### config.mk
export PLATFORM = sky130hd
export DESIGN_NAME = cim_array_sched
export DESIGN_NICKNAME = d
export VERILOG_FILES = /design/src/rtl/cim_array_sched.sv
export SDC_FILE = /design/constraint.sdc
export NUM_CORES = 1
export LEC_CHECK = 0
export ABC_AREA = 1
export BUFFER_PORTS_ARGS = -buffer_cell sky130_fd_sc_hd__buf_2
export CAP_MARGIN = 5
export CELL_PAD_IN_SITES_DETAIL_PLACEMENT = 0
export CELL_PAD_IN_SITES_GLOBAL_PLACEMENT = 1
export CORE_UTILIZATION = 25
export CTS_BUF_LIST = sky130_fd_sc_hd__clkbuf_8
export CTS_CLUSTER_DIAMETER = 80
export DETAILED_ROUTE_END_ITERATION = 10
export GPL_TIMING_DRIVEN = 0
export PLACE_DENSITY_LB_ADDON = 0.1
export SLEW_MARGIN = 20
export SYNTH_ARGS = -nofsm -noshare
export SYNTH_HDL_FRONTEND = slang
export SYNTH_SLANG_ARGS = --single-unit
### constraint.sdc
create_clock -name clk -period 1.4 [get_ports clk]
set_clock_uncertainty 0.15 [all_clocks]
set_input_delay 0.07 -clock clk [delete_from_list [all_inputs] [get_ports clk]]
set_output_delay 0.07 -clock clk [all_outputs]
set_load 0.05 [all_outputs]
### src/rtl/cim_array_sched.sv
// Round-robin scheduler sharing the 16x4x8 CIM array between a host port and a compute port.
// Optional post-reset zero sweep of the array is compiled in with CIM_ARRAY_SCHED_INIT_EN.
module cim_array_sched #(
    parameter int ARR_LAT   = 0,
    parameter int NREQ_BITS = 1
) (
    input  logic                 clk,
    input  logic                 rst,
    input  logic [1:0]           req_valid,
    output logic [1:0]           req_ready,
    input  logic [3:0]           req_op,
    input  logic [17:0]          req_addr,
    input  logic [31:0]          req_bank,
    input  logic [31:0]          req_din,
    output logic [1:0]           op_code,
    output logic [8:0]           addr,
    output logic [15:0]          data_bank,
    output logic [15:0]          data_in,
    input  logic [15:0]          arr_result,
    output logic                 rsp_valid,
    output logic [NREQ_BITS-1:0] rsp_id,
    output logic [1:0]           rsp_op,
    output logic [15:0]          rsp_data,
    output logic                 init_done
);

    localparam int DEPTH = ARR_LAT + 1;
    localparam logic [1:0] OP_READ   = 2'b00;
    localparam logic [1:0] OP_WRITE  = 2'b01;
    localparam logic [1:0] OP_SEARCH = 2'b10;
    localparam logic [1:0] OP_NOP    = 2'b11;

    logic run_s;
    logic init_done_d, init_done_q;

`ifdef CIM_ARRAY_SCHED_INIT_EN
    typedef enum logic {ST_INIT = 1'b0, ST_RUN = 1'b1} state_t;
    state_t     state_q, state_d;
    logic [5:0] k_q, k_d;

    // Sweep counter and INIT/RUN next-state
    always_comb begin
        state_d = state_q;
        k_d     = k_q;
        case (state_q)
            ST_INIT: begin
                k_d = k_q + 6'd1;
                if (k_q == 6'd63) begin
                    state_d = ST_RUN;
                end else begin
                    state_d = ST_INIT;
                end
            end
            ST_RUN:  state_d = ST_RUN;
            default: state_d = ST_RUN;
        endcase
    end

    // State register
    always_ff @(posedge clk) begin
        if (rst) begin
            state_q <= ST_INIT;
            k_q     <= 6'd0;
        end else begin
            state_q <= state_d;
            k_q     <= k_d;
        end
    end

    assign run_s       = (state_q == ST_RUN);
    assign init_done_d = (state_d == ST_RUN);
`else
    assign run_s       = 1'b1;
    assign init_done_d = 1'b1;
`endif

    // Arbitration
    logic       prio_q, prio_d;
    logic       v0_s, v1_s, xfer_s, gid_s;
    logic [1:0] g_op_s;
    logic [8:0] g_addr_s;
    logic [15:0] g_bank_s, g_din_s;

    always_comb begin
        v0_s   = req_valid[0] & run_s & ~rst;
        v1_s   = req_valid[1] & run_s & ~rst;
        xfer_s = v0_s | v1_s;
        if (v0_s && v1_s) begin
            gid_s = prio_q;
        end else if (v1_s) begin
            gid_s = 1'b1;
        end else begin
            gid_s = 1'b0;
        end
        if (!xfer_s) begin
            req_ready = 2'b00;
        end else if (gid_s) begin
            req_ready = 2'b10;
        end else begin
            req_ready = 2'b01;
        end
        prio_d   = xfer_s ? ~gid_s : prio_q;
        g_op_s   = gid_s ? req_op[3:2]     : req_op[1:0];
        g_addr_s = gid_s ? req_addr[17:9]  : req_addr[8:0];
        g_bank_s = gid_s ? req_bank[31:16] : req_bank[15:0];
        g_din_s  = gid_s ? req_din[31:16]  : req_din[15:0];
    end

    // Array command bus
    logic [1:0]  op_code_q, op_code_d;
    logic [8:0]  addr_q, addr_d;
    logic [15:0] data_bank_q, data_bank_d, data_in_q, data_in_d;

    always_comb begin
        op_code_d   = OP_NOP;
        addr_d      = addr_q;
        data_bank_d = data_bank_q;
        data_in_d   = data_in_q;
`ifdef CIM_ARRAY_SCHED_INIT_EN
        if (!run_s) begin
            op_code_d   = OP_WRITE;
            addr_d      = {k_q, 3'b000};
            data_bank_d = 16'd0;
            data_in_d   = 16'd0;
        end else if (xfer_s) begin
`else
        if (xfer_s) begin
`endif
            op_code_d   = g_op_s;
            addr_d      = g_addr_s;
            data_bank_d = g_bank_s;
            data_in_d   = g_din_s;
        end else begin
            op_code_d   = OP_NOP;
        end
    end

    // Response tracking: stage j holds the op driven j cycles ago
    logic [DEPTH-1:0]                pv_q, pv_d;
    logic [DEPTH-1:0][NREQ_BITS-1:0] pid_q, pid_d;
    logic [DEPTH-1:0][1:0]           pop_q, pop_d;
    logic                            rsp_valid_d, rsp_valid_q;
    logic [NREQ_BITS-1:0]            rsp_id_d, rsp_id_q;
    logic [1:0]                      rsp_op_d, rsp_op_q;
    logic [15:0]                     rsp_data_d, rsp_data_q;

    always_comb begin
        pv_d     = pv_q;
        pid_d    = pid_q;
        pop_d    = pop_q;
        pv_d[0]  = xfer_s & ((g_op_s == OP_READ) | (g_op_s == OP_SEARCH));
        pid_d[0] = NREQ_BITS'(gid_s);
        pop_d[0] = g_op_s;
        for (int j = 1; j < DEPTH; j++) begin
            pv_d[j]  = pv_q[j-1];
            pid_d[j] = pid_q[j-1];
            pop_d[j] = pop_q[j-1];
        end
        rsp_valid_d = pv_q[DEPTH-1];
        if (pv_q[DEPTH-1]) begin
            rsp_id_d   = pid_q[DEPTH-1];
            rsp_op_d   = pop_q[DEPTH-1];
            rsp_data_d = arr_result;
        end else begin
            rsp_id_d   = rsp_id_q;
            rsp_op_d   = rsp_op_q;
            rsp_data_d = rsp_data_q;
        end
    end

    // Datapath and response registers
    always_ff @(posedge clk) begin
        if (rst) begin
            prio_q      <= 1'b0;
            op_code_q   <= OP_NOP;
            addr_q      <= 9'd0;
            data_bank_q <= 16'd0;
            data_in_q   <= 16'd0;
            pv_q        <= '0;
            pid_q       <= '0;
            pop_q       <= '0;
            rsp_valid_q <= 1'b0;
            rsp_id_q    <= '0;
            rsp_op_q    <= 2'b00;
            rsp_data_q  <= 16'd0;
            init_done_q <= 1'b0;
        end else begin
            prio_q      <= prio_d;
            op_code_q   <= op_code_d;
            addr_q      <= addr_d;
            data_bank_q <= data_bank_d;
            data_in_q   <= data_in_d;
            pv_q        <= pv_d;
            pid_q       <= pid_d;
            pop_q       <= pop_d;
            rsp_valid_q <= rsp_valid_d;
            rsp_id_q    <= rsp_id_d;
            rsp_op_q    <= rsp_op_d;
            rsp_data_q  <= rsp_data_d;
            init_done_q <= init_done_d;
        end
    end

    assign op_code   = op_code_q;
    assign addr      = addr_q;
    assign data_bank = data_bank_q;
    assign data_in   = data_in_q;
    assign rsp_valid = rsp_valid_q;
    assign rsp_id    = rsp_id_q;
    assign rsp_op    = rsp_op_q;
    assign rsp_data  = rsp_data_q;
    assign init_done = init_done_q;

endmodule

==> impl_results.md <==
* Count of pins on the block boundary at 172
* Total design power at 5620 uW
* Leak at 0.00294 uW
* Vias after detailed routing at 3,785
* Detailed-placement wirelength estimate at 7330 um
* Kind of path behind the tightest hold check: primary input to register
* Transition time at the pin with the least slew margin at 0.528 ns
* Per-instance average area after synthesis at 6.99 sq um
* Synthesized area at 0.00306 sq mm
* VDD IR-drop max at 623 uV
* Wire length of the first global-routing pass at 17,400 um
* Cell Count Post-Placement at 756
* Setup slack on the worst flop-to-flop path at 0.12 ns
* Final routed DRC violation total at 0
* Flip-flop and latch count after synthesis at 69
* Clock tree from TritonCTS: done
* Endpoint type of the worst setup path: output port
* Arr. time, crit path at 1.17 ns
* Nets in the synthesized netlist at 544
* Fmax at 721 MHz
* FILL cells at 1,232
* Maximum number of pins on one net before global-route repair at 13
* Yosys warnings at 0
* Max Root-Sink Buffers at 2
* Effective utilization at floorplan at 25.6%
* Number of antenna cells inserted at 0
* I/O Buffers at 171
* Register area share after synthesis at 45.1%
* Number of antenna violations at the first check in global routing at 0
* Cell count after synthesis at 438
* Distinct cells, synth at 16
* GRT Util Overall at 17.7%
* Leftover overflow at the end of global routing at 0
* Die W at 113 um
* Total Routed Length at 11,100 um
* Share of cells above drive strength 1 at 30.6%
* Area inside the core boundary at 0.0120 sq mm
* Shortest clock period the worst path allows after layout at 1.39 ns
* DRT Pass-1 Iters at 4
* Data required time at the worst endpoint at 1.18 ns
* Setup_tns at 0 ns
* Routed Antenna Nets at 0
* Tightest slew margin relative to the limit at 64.8%
* Max_cap viols at 0
* Period utilization at 99.0%
* Critical Path Source Type: register
* Die area at 0.0127 sq mm
* Drt via density at 4.31
* Final #Nets at 833
* Number of levels in the clock H-tree at 3
* Clk_lat worst skew at 0.36 ns
* Max-slew violations at 0
* RePlAce Congestion at 0.743
* Critical path class: register to output port
* Buffer cell driving the clock tree root: clkbuf_8
* Endpoints failing setup at 0
* Critical path fanouts, max at 3
* Area added between synthesis and finish at 79.1%
* Clock slew at the register clock pins of the worst setup and hold paths at 0.07 ns
* DR iter-0 viols at 166
* Final cell count without fillers at 879
* Count of standard-cell rows at 40
* Vias in the first global route at 3,650
* Unrepaired setup endpoints after global routing: true
* Number of clock buffers inserted by TritonCTS at 9
* Average wire per cell in the routed design at 12.6 um
* Vertical die dimension at 113 um
* Final hold viol count at 0
* Status: finished, final reports clean
* Power density cells at 1020 mW/mm^2
* Clock sink count at 69
-- placed cells by master (no fill, tap or decap), drive strengths merged --
cell type | netlist | final
dlygate4sd3 | 0 | 105
a21oi | 1 | 1
inv | 48 | 48
clkinvlp | 0 | 1
nor2 | 55 | 55
bufinv | 0 | 2
buf | 15 | 187
nand2 | 96 | 96
o21ai | 25 | 25
nand3b | 31 | 31
nand3 | 77 | 77
a21boi | 5 | 5
clkbuf | 16 | 27
clkinv | 0 | 3
dfxtp | 69 | 69
-- through the flow --
stage	util, %	setup slack, ns	hold WS (ns)	instance area, sq um
3_3_place_gp	34.4	-0.0848	0.141	4110
5_1_grt	45.8	-0.0682	0.112	5480
2_1_floorplan	-	-0.00977	-0.0109	3070
4_1_cts	45.5	-0.0313	0.0539	5440
6_report	45.8	0.0135	0.0609	5480
3_5_place_dp	34.4	-0.103	0.148	4110
-- critical path: stages (launching register included) --
cell	delay, ns
dfxtp_2	0.33
inv_2	0.06
nand2_4	0.05
nand2_4	0.08
inv_4	0.05
nor2_4	0.07
buf_6	0.16
-- where the power goes --
group / internal [uW] / switching (uW) / total, uW
Sequential: 2120 / 75.6 / 2190
Combinational: 584 / 982 / 1570
Clock: 1050 / 808 / 1860
Total: 3750 / 1870 / 5620
-- kinds of logic (layout without fill, tap and decap cells) --
kind of cell           count (synthesis)  count (layout)  share of synthesized area [%]
flip-flops                            69              69                           45.1
AND/OR/NAND/NOR                      259             259                           38.8
AO/OA/AOI/OAI                         31              31                           5.48
buffers and inverters                 79             373                           10.6
-- synth_stat cells --
library cell | n | area share, %
nand2_1 | 96 | 12
nand3_1 | 77 | 13
dfxtp_1 | 69 | 45
nor2_1 | 54 | 6.6
inv_1 | 41 | 5.0
nand3b_1 | 31 | 7.6
o21ai_0 | 24 | 3.9
clkbuf_1 | 16 | 2.0
buf_2 | 11 | 1.8
inv_2 | 7 | 0.86
a21boi_0 | 4 | 0.98
buf_4 | 4 | 0.98
a21boi_1 | 1 | 0.25
a21oi_1 | 1 | 0.16
nor2_2 | 1 | 0.20
o21ai_1 | 1 | 0.16
-- area by class of cell --
type                    count  area [sq um]  area share, %
repair buffers            279          1950           35.5
plain buffers              30           179           3.26
clock buffers              10           138           2.51
multi-input cells         290          1390           25.3
inverters                  48           183           3.33
flip-flops and latches     69          1380           25.2
clock inverters             6          86.3           1.57
well taps                 147           184           3.35
-- state kept, by name, indices dropped and copies added (netlist names) --
signal / cells
pv_q: 1
addr: 9
rsp_op: 2
prio_q: 1
rsp_data: 16
init_done: 1
data_bank: 16
pop_q: 2
rsp_valid: 1
op_code: 2
data_in: 16
rsp_id: 1
pid_q: 1
-- path summary, 6_finish.rpt --
kind | start | endpoint | cells past startpoint
max | prio_q$_SDFFE_PP0N_ | req_ready[0] | 6
min | rst | data_in[4]$_SDFFE_PP0N_ | 6
max reg2reg | prio_q$_SDFFE_PP0N_ | data_bank[13]$_SDFFE_PP0N_ | 8
min reg2reg | pop_q[0]$_SDFF_PP0_ | rsp_op[0]$_SDFFE_PP0P_ | 2
-- routing by layer --
layer / GRT usage [%] / wire, um / vias to the layer above
met1: 21.1 / 5000 / 1698
met4: 5.42 / 139 / 0
met3: 5.72 / 653 / 9
met2: 30.2 / 5320 / 115
li1: - / - / 1963
met5: 0 / 0 / -
-- what timing repair did --
item / 4_1_cts / 5_1_grt
endpoints found under the hold margin: 64 / 0
hold buffers: 105 / 0
endpoints found under the setup margin: 61 / 56
buffers inserted: 2 / 1
pin swaps: 1 / 0
gates resized for setup: 16 / 18
(Power assumes the default switching activity.)
